### config.mk
export PLATFORM = sky130hd
export DESIGN_NAME = rpm_averager
export DESIGN_NICKNAME = d
export VERILOG_FILES = /design/src/rtl/rpm_averager_pkg.sv /design/src/rtl/rpm_ring_avg.sv /design/src/rtl/rpm_averager.sv
export SDC_FILE = /design/constraint.sdc
export NUM_CORES = 1
export LEC_CHECK = 0
export ABC_AREA = 0
export ABC_CLOCK_PERIOD_IN_PS = 3800
export CORE_MARGIN = 5
export CORE_UTILIZATION = 54
export CTS_CLUSTER_SIZE = 8
export DETAILED_ROUTE_END_ITERATION = 10
export GPL_TIMING_DRIVEN = 0
export PLACE_DENSITY = 0.88
export SETUP_SLACK_MARGIN = 0.3
export SKIP_CTS_REPAIR_TIMING = 1
export SLEW_MARGIN = 40
export SYNTH_ARGS = -nofsm -noshare
export SYNTH_HDL_FRONTEND = slang
export SYNTH_SLANG_ARGS = --single-unit
### constraint.sdc
create_clock -name clk -period 3.8 [get_ports clk]
set_input_delay 0.76 -clock clk [delete_from_list [all_inputs] [get_ports clk]]
set_output_delay 0.76 -clock clk [all_outputs]
set_load 0.005 [all_outputs]
### src/rtl/rpm_averager_pkg.sv
// Shared configuration for the RPM averaging datapath: default widths,
// averaging depth and the seconds-to-minutes scale factor.
package rpm_averager_pkg;

  localparam int CFG_RPM_WIDTH    = 16;
  localparam int CFG_NPOINT_AVG_2 = 2;
  localparam int CFG_NPOINT_AVG   = 1 << CFG_NPOINT_AVG_2;
  localparam int CFG_RPM_X60      = 60;

  // Multiply by 60 using two shifts and a subtract; callers zero-extend first.
  function automatic logic [63:0] times60(input logic [63:0] x);
    return (x << 6) - (x << 2);
  endfunction

endpackage

### src/rtl/rpm_ring_avg.sv
// N-entry sample ring with running sum and saturating fill counter.
// Accepts one sample per cycle; the sum always spans all N slots.
module rpm_ring_avg
  import rpm_averager_pkg::*;
#(
  parameter int W  = CFG_RPM_WIDTH,
  parameter int NP = CFG_NPOINT_AVG_2
) (
  input  logic            clk,
  input  logic            rst,
  input  logic            sample_valid_i,
  input  logic [W-1:0]    sample_i,
  output logic [W+NP-1:0] sum_o,
  output logic            full_o
);

  localparam int N  = 1 << NP;
  localparam int SW = W + NP;
  localparam logic [NP:0] FILL_MAX = (NP + 1)'(N);

  logic [W-1:0]  buf_q [N];
  logic [NP-1:0] idx_q, idx_d;
  logic [NP:0]   fill_q, fill_d;
  logic [SW-1:0] sum_q, sum_d;

  always_comb begin
    sum_d  = sum_q;
    idx_d  = idx_q;
    fill_d = fill_q;
    if (sample_valid_i) begin
      // Oldest slot leaves the sum as the new sample enters it.
      sum_d = sum_q - SW'(buf_q[idx_q]) + SW'(sample_i);
      idx_d = idx_q + NP'(1);
      if (fill_q != FILL_MAX) begin
        fill_d = fill_q + (NP + 1)'(1);
      end else begin
        fill_d = fill_q;
      end
    end else begin
      sum_d = sum_q;
    end
  end

  always_ff @(posedge clk) begin
    if (rst) begin
      sum_q  <= '0;
      idx_q  <= '0;
      fill_q <= '0;
      for (int i = 0; i < N; i++) begin
        buf_q[i] <= '0;
      end
    end else begin
      sum_q  <= sum_d;
      idx_q  <= idx_d;
      fill_q <= fill_d;
      if (sample_valid_i) begin
        buf_q[idx_q] <= sample_i;
      end
    end
  end

  assign sum_o  = sum_q;
  assign full_o = (fill_q == FILL_MAX);

endmodule

### src/rtl/rpm_averager.sv
// Converts toggle-flagged pulses-per-second samples into an N-point averaged
// RPM with a valid/ready output register and overrun indication.
module rpm_averager
  import rpm_averager_pkg::*;
#(
  parameter int RPM_WIDTH    = CFG_RPM_WIDTH,
  parameter int NPOINT_AVG_2 = CFG_NPOINT_AVG_2,
  parameter int PPR_LOG2     = 0
) (
  input  logic                 clk,
  input  logic                 rst,
  input  logic [RPM_WIDTH-1:0] pulse_rate,
  input  logic                 pulse_rate_change,
  output logic [RPM_WIDTH+5:0] rpm,
  output logic                 rpm_valid,
  input  logic                 rpm_ready,
  output logic                 rpm_settled,
  output logic                 rpm_overrun
);

  localparam int OW = RPM_WIDTH + 6;
  localparam int SW = RPM_WIDTH + NPOINT_AVG_2;

  logic                 tog_prev_q;
  logic                 s1_valid_q;
  logic [RPM_WIDTH-1:0] s1_sample_q;
  logic                 s2_valid_q;
  logic [SW-1:0]        sum_s;
  logic                 full_s;
  logic [RPM_WIDTH-1:0] avg_s;
  logic [63:0]          x60_s;

  logic [OW-1:0] rpm_q, rpm_d;
  logic          valid_q, valid_d;
  logic          settled_q, settled_d;
  logic          overrun_q, overrun_d;

  // Reset loads the current toggle level so no phantom sample follows it.
  always_ff @(posedge clk) begin
    if (rst) begin
      tog_prev_q  <= pulse_rate_change;
      s1_valid_q  <= 1'b0;
      s1_sample_q <= '0;
      s2_valid_q  <= 1'b0;
    end else begin
      tog_prev_q  <= pulse_rate_change;
      s1_valid_q  <= pulse_rate_change ^ tog_prev_q;
      s1_sample_q <= pulse_rate;
      s2_valid_q  <= s1_valid_q;
    end
  end

  rpm_ring_avg #(
    .W  (RPM_WIDTH),
    .NP (NPOINT_AVG_2)
  ) u_ring (
    .clk            (clk),
    .rst            (rst),
    .sample_valid_i (s1_valid_q),
    .sample_i       (s1_sample_q),
    .sum_o          (sum_s),
    .full_o         (full_s)
  );

  assign avg_s = RPM_WIDTH'(sum_s >> NPOINT_AVG_2);
  assign x60_s = times60(64'(avg_s));

  always_comb begin
    rpm_d     = rpm_q;
    valid_d   = valid_q;
    settled_d = settled_q;
    overrun_d = 1'b0;
    if (s2_valid_q) begin
      rpm_d     = OW'(x60_s >> PPR_LOG2);
      valid_d   = 1'b1;
      settled_d = settled_q | full_s;
      overrun_d = valid_q & ~rpm_ready;
    end else if (valid_q && rpm_ready) begin
      valid_d = 1'b0;
    end else begin
      valid_d = valid_q;
    end
  end

  always_ff @(posedge clk) begin
    if (rst) begin
      rpm_q     <= '0;
      valid_q   <= 1'b0;
      settled_q <= 1'b0;
      overrun_q <= 1'b0;
    end else begin
      rpm_q     <= rpm_d;
      valid_q   <= valid_d;
      settled_q <= settled_d;
      overrun_q <= overrun_d;
    end
  end

  assign rpm         = rpm_q;
  assign rpm_valid   = valid_q;
  assign rpm_settled = settled_q;
  assign rpm_overrun = overrun_q;

endmodule

==> flow_metrics.tcl, run 1 <==
set metrics [dict create \
    synth.avg_cell_area_sq_um 10.4 \
    synth_flop_cell "dfxtp_1" \
    min_path_type "flip-flop to flip-flop" \
    register_area_sq_um 3260 \
    crit_chain "clkbuf_2 -> buf_4 -> mux4_2 -> fa_1 -> inv_2 -> ha_4 -> a21o_1 -> or2_4 -> o31ai_4 -> a21oi_2 -> o32a_1 -> xnor2_1 -> o21ai_1" \
    core-area_sq_um 13100 \
    critical-path-max-stage-delay_ns 0.56 \
    worstPathRequired_ns 4.08 \
    critical_path.slowest_cell "fa_1" \
    crit_arrival_ns 3.91 \
    timing.clock.skew_ns 0.00991 \
    status "finished, final reports clean" \
    p_per_area_nw_per_um2 726 \
    clkSlewWorstSetupHoldPaths_ns 0.06 \
    warning_count_from_the_yosys_run 0 \
    p_sw_share_pct 36.9 \
    drt_first_iter_violations 611 \
    detail_route.vias_per_cell 5.73 \
    pin_count_of_the_biggest_net_entering_global_routing 17 \
    num_antenna_cells 0 \
    timing.critical_path.fanout_max 10 \
    h_tree_level_count 4 \
    wire_length_of_the_first_global_routing_pass_mm 25.9 \
    route.detailed.drc 0 \
    final_max_slew_viol_count 0 \
    grt_use_total_pct 20.9 \
    setup.reg_to_reg.worst_slack_ns 0.17 \
    floorplan.die.height_um 125 \
    globalRoute.totalOverflow 0 \
    clock.fmax_ghz 0.276 \
    report.final.hold_viol_count 0 \
    routed_wire_length_per_instance_um 17.5 \
    post_synth_main_area_contributors "edfxtp_1 (27%), dfxtp_1 (19%), ha_1 (5.8%)" \
    port_buffers 42 \
    cp.depth 13 \
    layout_cell_share_with_drive_strength_beyond_1_pct 13.5 \
    timing.reg2reg.worst_path_depth 13 \
    totalWireLength_mm 16.7 \
    detailedPlacementHpwl_mm 11.3 \
    ir_drop_mv 0.404 \
    first_global_vias 5265 \
    synth_area_leader_cell "edfxtp_1" \
    rsz0062_at_grt "yes" \
    post-route-cell-area_sq_um 8720 \
    cts_inserted_buffers 17 \
    regToRegEndpoint "u_ring.sum_o[14]" \
    fp.dieArea_sq_um 15600 \
    clockRootBuffer "clkbuf_16" \
    clock_power_share_pct 25.7 \
    fin_nets 832 \
    finalSetupTns_ns 0 \
    fill_cells 928 \
    max-slew-margin-rel_pct 47.4 \
    detail-route-antenna-nets 0 \
    post-synth-top-area-fraction_pct 27.0 \
    multi_input_area_sq_um 3650 \
    worst_pin_slew_ns 0.789 \
    syn-instance-count 687 \
    layout.cells.non_filler 952 \
    drv_cap 0 \
    starting_utilization_of_the_core_area_pct 54.5 \
    netSwitchingPower_mw 2.34 \
    fraction_of_the_cycle_the_final_worst_path_needs_pct 95.4 \
    place_inst 906 \
    clock_period_minus_worst_slack_ns 3.63 \
    worst_path_dominant_cell_family "compound AO/OA/AOI/OAI gates" \
    cts_tree "built" \
    rows 42 \
    seq_power_share_pct 27.2 \
    antenna_found_initial 0 \
    die_width_um 125 \
    synthesis.area_sq_um 7130 \
    worst_skew_pair.late_latency_ns 0.43 \
    clock_sink_count 131 \
    type_of_destination_of_the_critical_path "flip-flop" \
    cts.path.max_buffers 2 \
    via_count 5456 \
    layout_setup_ws_ns 0.173 \
    p_int_mw 3.99 \
    critPathKind "flip-flop to flip-flop" \
    crit_end "u_ring.sum_o[14]" \
    global_placer_s_final_weighted_congestion 0.872 \
    comb_power_share_pct 47.1 \
    finalSetupViolations 0 \
    synthDistinctLibCells 61 \
    drtPass1Iterations 6 \
    synthArstFlopShare_pct 0 \
    critPathLaunchType "flip-flop" \
    fraction_of_the_yosys_area_taken_by_sequential_cells_pct 45.8 \
    syn2layout_area_growth_pct 22.4 \
    synth.ff_latch_count 131 \
    floorplan.io_pins 45 \
    leak_pwr_nw 3.40 \
    pre_cts_ws_ns -0.0559 \
    postPlaceCellArea_sq_um 7790 \
    timing.critical_path.buf_inv 3 \
    synth_enable_flop_cells 64 \
]
-- layer usage --
metal | wire [um] | GRT usage (%) | vias up
met5 | 0 | 0 | -
met4 | 595 | 8.80 | 0
met3 | 1160 | 5.06 | 56
met2 | 8050 | 35.4 | 259
met1 | 6860 | 25.6 | 2598
li1 | - | - | 2543
-- worst min path at each step --
stage | startpoint | cells after the start | end | slack, ns
after floorplan | rpm[21] | 2 | rpm[21] | 0.45
after global placement | rpm_settled | 2 | rpm_settled | 0.46
after detailed placement | rpm_settled | 2 | rpm_settled | 0.46
after CTS | rpm_settled | 2 | rpm_settled | 0.48
after global routing | rpm[21] | 2 | rpm[21] | 0.51
final | rpm_settled | 2 | rpm_settled | 0.47
-- kinds of logic (layout without fill, tap and decap cells) --
family / after synthesis / count (layout) / share of synthesized area, %
xor+xnor: 33 / 33 / 4.06
simple gates: 224 / 224 / 16.2
flops: 131 / 131 / 45.8
fa+ha+maj: 49 / 49 / 10.3
mux: 38 / 38 / 8.17
other cells: 1 / 2 / 0.0526
buf+inv: 108 / 196 / 5.86
compound gates: 103 / 103 / 9.53
-- placed cells by master, fill, tap and decap left out, types with 3 or more instances in the layout --
master           netlist  routed
buf_1                  7       7
nor2_1                73      73
nor3b_1                6       3
nor2b_1               23      22
buf_4                  2      16
or3_1                  3       3
ha_4                   0       8
mux4_2                16      16
a31oi_1                5       5
a21oi_2                0       4
or2_2                  4       4
fa_1                  16      15
nor3b_2                0       3
nand2_1               29      28
nor3_1                 6       6
o21ai_0               19      19
a211oi_1              10       9
buf_12                 0       3
dfxtp_1               67      66
inv_1                 75      73
o211ai_1               3       3
xor2_1                13      13
o31ai_1                5       3
bufinv_16              0       3
nand4_1                4       4
mux2i_1               21      21
nand3_1               10      10
clkbuf_16              0      17
clkdlybuf4s50_1        0      42
a21o_1                 7       7
edfxtp_1              64      64
and2_1                34      34
o21a_1                 3       3
clkbuf_1              20      22
clkinv_2               0       4
nand2b_1               4       4
a21oi_1               31      27
xnor2_1               20      20
nor4_1                18      18
ha_1                  33      25
-- worst reg2reg max path, cell delays in order (launching register included) --
cell and delay (ns):
dfxtp_1 0.31, clkbuf_2 0.23, buf_4 0.25, mux4_2 0.34
fa_1 0.57, inv_2 0.05, ha_4 0.22, a21o_1 0.18
or2_4 0.25, o31ai_4 0.35, a21oi_2 0.10, o32a_1 0.32
xnor2_1 0.22, o21ai_1 0.10
-- registers in the layout (all words and copies together), names as in the netlist, named ones only --
signal	cells
rpm_valid	1
u_ring.sum_o	18
rpm	20
rpm_overrun	1
u_ring.buf_q	64
s1_valid_q	1
rpm_settled	1
tog_prev_q	1
s1_sample_q	16
u_ring.fill_q	3
s2_valid_q	1
u_ring.idx_q	2
-- power groups by stage --
stage | registers (mW) | clock network [mW] | logic, mW
finish | 1.72 | 1.63 | 2.99
global route | 1.74 | 1.70 | 3.24
CTS | 1.72 | 1.64 | 2.55
detailed placement | 1.75 | 0 | 2.52
global placement | 1.74 | 0 | 2.46
floorplan | 1.73 | 0 | 2.00
-- cells in the mapped netlist, types with 7 or more instances --
cell and count:
inv_1 75, nor2_1 73, dfxtp_1 67, edfxtp_1 64
and2_1 34, ha_1 33, a21oi_1 31, nand2_1 29
nor2b_1 23, mux2i_1 21, clkbuf_1 20, xnor2_1 20
o21ai_0 19, nor4_1 18, fa_1 16, mux4_2 16
xor2_1 13, a211oi_1 10, nand3_1 10, a21o_1 7
buf_1 7
-- cell type report --
cell class	instances	area share, %
Clock buffer	22	5.09
Buffer	33	1.95
Clock inverter	10	1.55
Multi-Input combinational cell	449	41.9
Sequential cell	131	37.4
Tap cell	176	2.53
Inverter	75	3.23
Timing Repair Buffer	56	6.31
-- through the flow --
step	util, %	power, mW	hold WS (ns)
detailed placement	59.5	4.26	0.464
global placement	59.5	4.20	0.460
finish	66.6	6.33	0.472
CTS	63.9	5.91	0.479
global route	66.6	6.69	0.505
floorplan	-	3.72	0.447
Power figures use the tool's default switching activity.
==> run 2: changes to the inputs <==
--- a/config.mk
+++ b/config.mk
@@ -14,7 +14,6 @@
 export GPL_TIMING_DRIVEN = 0
 export PLACE_DENSITY = 0.88
 export SETUP_SLACK_MARGIN = 0.3
-export SKIP_CTS_REPAIR_TIMING = 1
 export SLEW_MARGIN = 40
 export SYNTH_ARGS = -nofsm -noshare
 export SYNTH_HDL_FRONTEND = slang
==> run 2 against run 1 <==
Effect of this change: sequential power barely moved; die area did not move; power fell by 1.5%; flip-flop and latch count did not move; critical path depth did not move; core utilization fell by 0.56 points; sequential share of layout area rose by 0.32 points; combinational power fell by 3%; worst setup slack improved by 0.15 ns; wire length fell by 1.4%; cell area fell by 0.85%; clock power barely moved.
==> flow_metrics.tcl, run 2 (synthesis gave the netlist of run 1 again) <==
set metrics [dict create \
    worstPathRequired_ns 4.08 \
    drv_cap 0 \
    clockRootBuffer "clkbuf_16" \
    rows 42 \
    clkSlewWorstSetupHoldPaths_ns 0.06 \
    drt_first_iter_violations 521 \
    leak_pwr_nw 3.36 \
    drtPass1Iterations 5 \
    detail_route.vias_per_cell 5.68 \
    wire_length_of_the_first_global_routing_pass_mm 26.1 \
    cts_inserted_buffers 17 \
    whs_ns 0.472 \
    worst_skew_pair.late_latency_ns 0.43 \
    fp.dieArea_sq_um 15600 \
    clock.fmax_ghz 0.288 \
    first_global_vias 5325 \
    detail-route-antenna-nets 0 \
    status "finished, final reports clean" \
    core-area_sq_um 13100 \
    global_placer_s_final_weighted_congestion 0.872 \
    starting_utilization_of_the_core_area_pct 54.5 \
    critPathLaunchType "flip-flop" \
    final_cell_mix "inv_1 (73), nor2_1 (73), dfxtp_1 (66), edfxtp_1 (64), clkdlybuf4s50_1 (42)" \
    grt_util_met1_pct 25.6 \
    fill_cells 932 \
    top_register "u_ring.buf_q" \
    worst_pin_slew_ns 0.767 \
    totalWireLength_mm 16.4 \
    globalRoute.totalOverflow 0 \
    critical-path-max-stage-delay_ns 0.50 \
    postCtsHoldBufs 0 \
    port_buffers 42 \
    p_per_area_nw_per_um2 722 \
    h_tree_level_count 4 \
    cts_tree "built" \
    timing.critical_path.fanout_max 6 \
    floorplan.die.height_um 125 \
    floorplan.io_pins 45 \
    num_antenna_cells 0 \
    finalSetupViolations 0 \
    route.detailed.drc 0 \
    critical_path.slowest_cell "mux4_2" \
    type_of_destination_of_the_critical_path "flip-flop" \
    detailedPlacementHpwl_mm 11.3 \
    ir_drop_mv 0.327 \
    pin_count_of_the_biggest_net_entering_global_routing 17 \
    timing.clock.skew_ns 0.0132 \
    post-route-cell-area_sq_um 8650 \
    clock_period_minus_worst_slack_ns 3.48 \
    routed_wire_length_per_instance_um 17.4 \
    die_width_um 125 \
    min_path_type "flip-flop to flip-flop" \
    crit_arrival_ns 3.76 \
    clock_sink_count 131 \
    cts.path.max_buffers 2 \
    rsz0062_at_grt "yes" \
    report.final.hold_viol_count 0 \
    antenna_found_initial 0 \
    fin_nets 826 \
    critPathKind "flip-flop to flip-flop" \
    postPlaceCellArea_sq_um 7790 \
    grt.busiest_layer "met2" \
    max-slew-margin-rel_pct 48.9 \
    syn2layout_area_growth_pct 21.3 \
    crit_chain "buf_8 -> buf_12 -> mux4_2 -> fa_1 -> inv_1 -> ha_4 -> a21o_1 -> or2_4 -> o31ai_4 -> a21oi_2 -> o32a_1 -> xnor2_1 -> o21ai_1" \
    groute.layer.met2.usage_pct 35.8 \
    layout_cell_share_with_drive_strength_beyond_1_pct 12.9 \
    via_count 5374 \
    total_power_mw 6.24 \
    largest_register_ffs 64 \
    final_max_slew_viol_count 0 \
    grt_use_total_pct 21.1 \
    globalRouteMet3Util_pct 5.45 \
    fraction_of_the_cycle_the_final_worst_path_needs_pct 91.5 \
]
run 2: cell type report:
cell class                 count  area [sq um]  share of cell area, %
multi-input combinational    449          3640                   42.1
sequential                   131          3260                   37.8
timing repair buffer          50           484                   5.60
clock buffer                  22           444                   5.14
inverter                      75           282                   3.26
tap                          176           220                   2.55
buffer                        33           176                   2.04
clock inverter                10           135                   1.56
run 2: worst paths after layout:
kind | depth (start not counted) | slack, ns | startpoint | endpoint
max | 13 | 0.32 | flip-flop | u_ring.sum_o[14]
min | 2 | 0.47 | rpm_settled | rpm_settled
max reg2reg | 13 | 0.32 | flip-flop | u_ring.sum_o[14]
min reg2reg | 2 | 0.47 | rpm_settled | rpm_settled
run 2: power breakdown:
part | internal, mW | switching, mW | leakage (nW)
Sequential | 1.63 | 0.0954 | 1.21
Clock | 1.03 | 0.599 | 0.282
Combinational | 1.29 | 1.60 | 1.86
run 2: through the flow:
| step | util (%) | setup TNS, ns | std cells | worst slack (ns) |
|---|---|---|---|---|
| floorplan | - | 0 | 688 | 0.322 |
| global placement | 59.5 | 0 | 906 | 0.000347 |
| finish | 66.1 | 0 | 946 | 0.325 |
| detailed placement | 59.5 | -0.0559 | 906 | -0.0559 |
| global route | 66.1 | 0 | 946 | 0.218 |
| CTS | 64.7 | 0 | 944 | 0.205 |
run 2: worst max-delay path, delay by kind of cell (launching register included):
kind	cells	cell delay (ns)
DFF	1	0.33
and+or+nand+nor	1	0.25
xor gates and xnor gates	1	0.20
adders and majority gates	2	0.74
buffers and inverters	3	0.31
muxes	1	0.50
AOI/OAI and AO/OA	5	0.98
run 2: what timing repair did:
| action | CTS | global route |
|---|---|---|
| pin swaps | 3 | 28 |
| setup endpoints to repair | 8 | 8 |
| buffers inserted | 6 | 2 |
| gates resized for setup | 11 | 35 |
run 2: layer usage:
| metal | routed length (um) | share of wire (%) |
|---|---|---|
| met2 | 8060 | 49 |
| met1 | 6860 | 42 |
| met3 | 1050 | 6.4 |
| met5 | 0 | 0 |
| met4 | 444 | 2.7 |
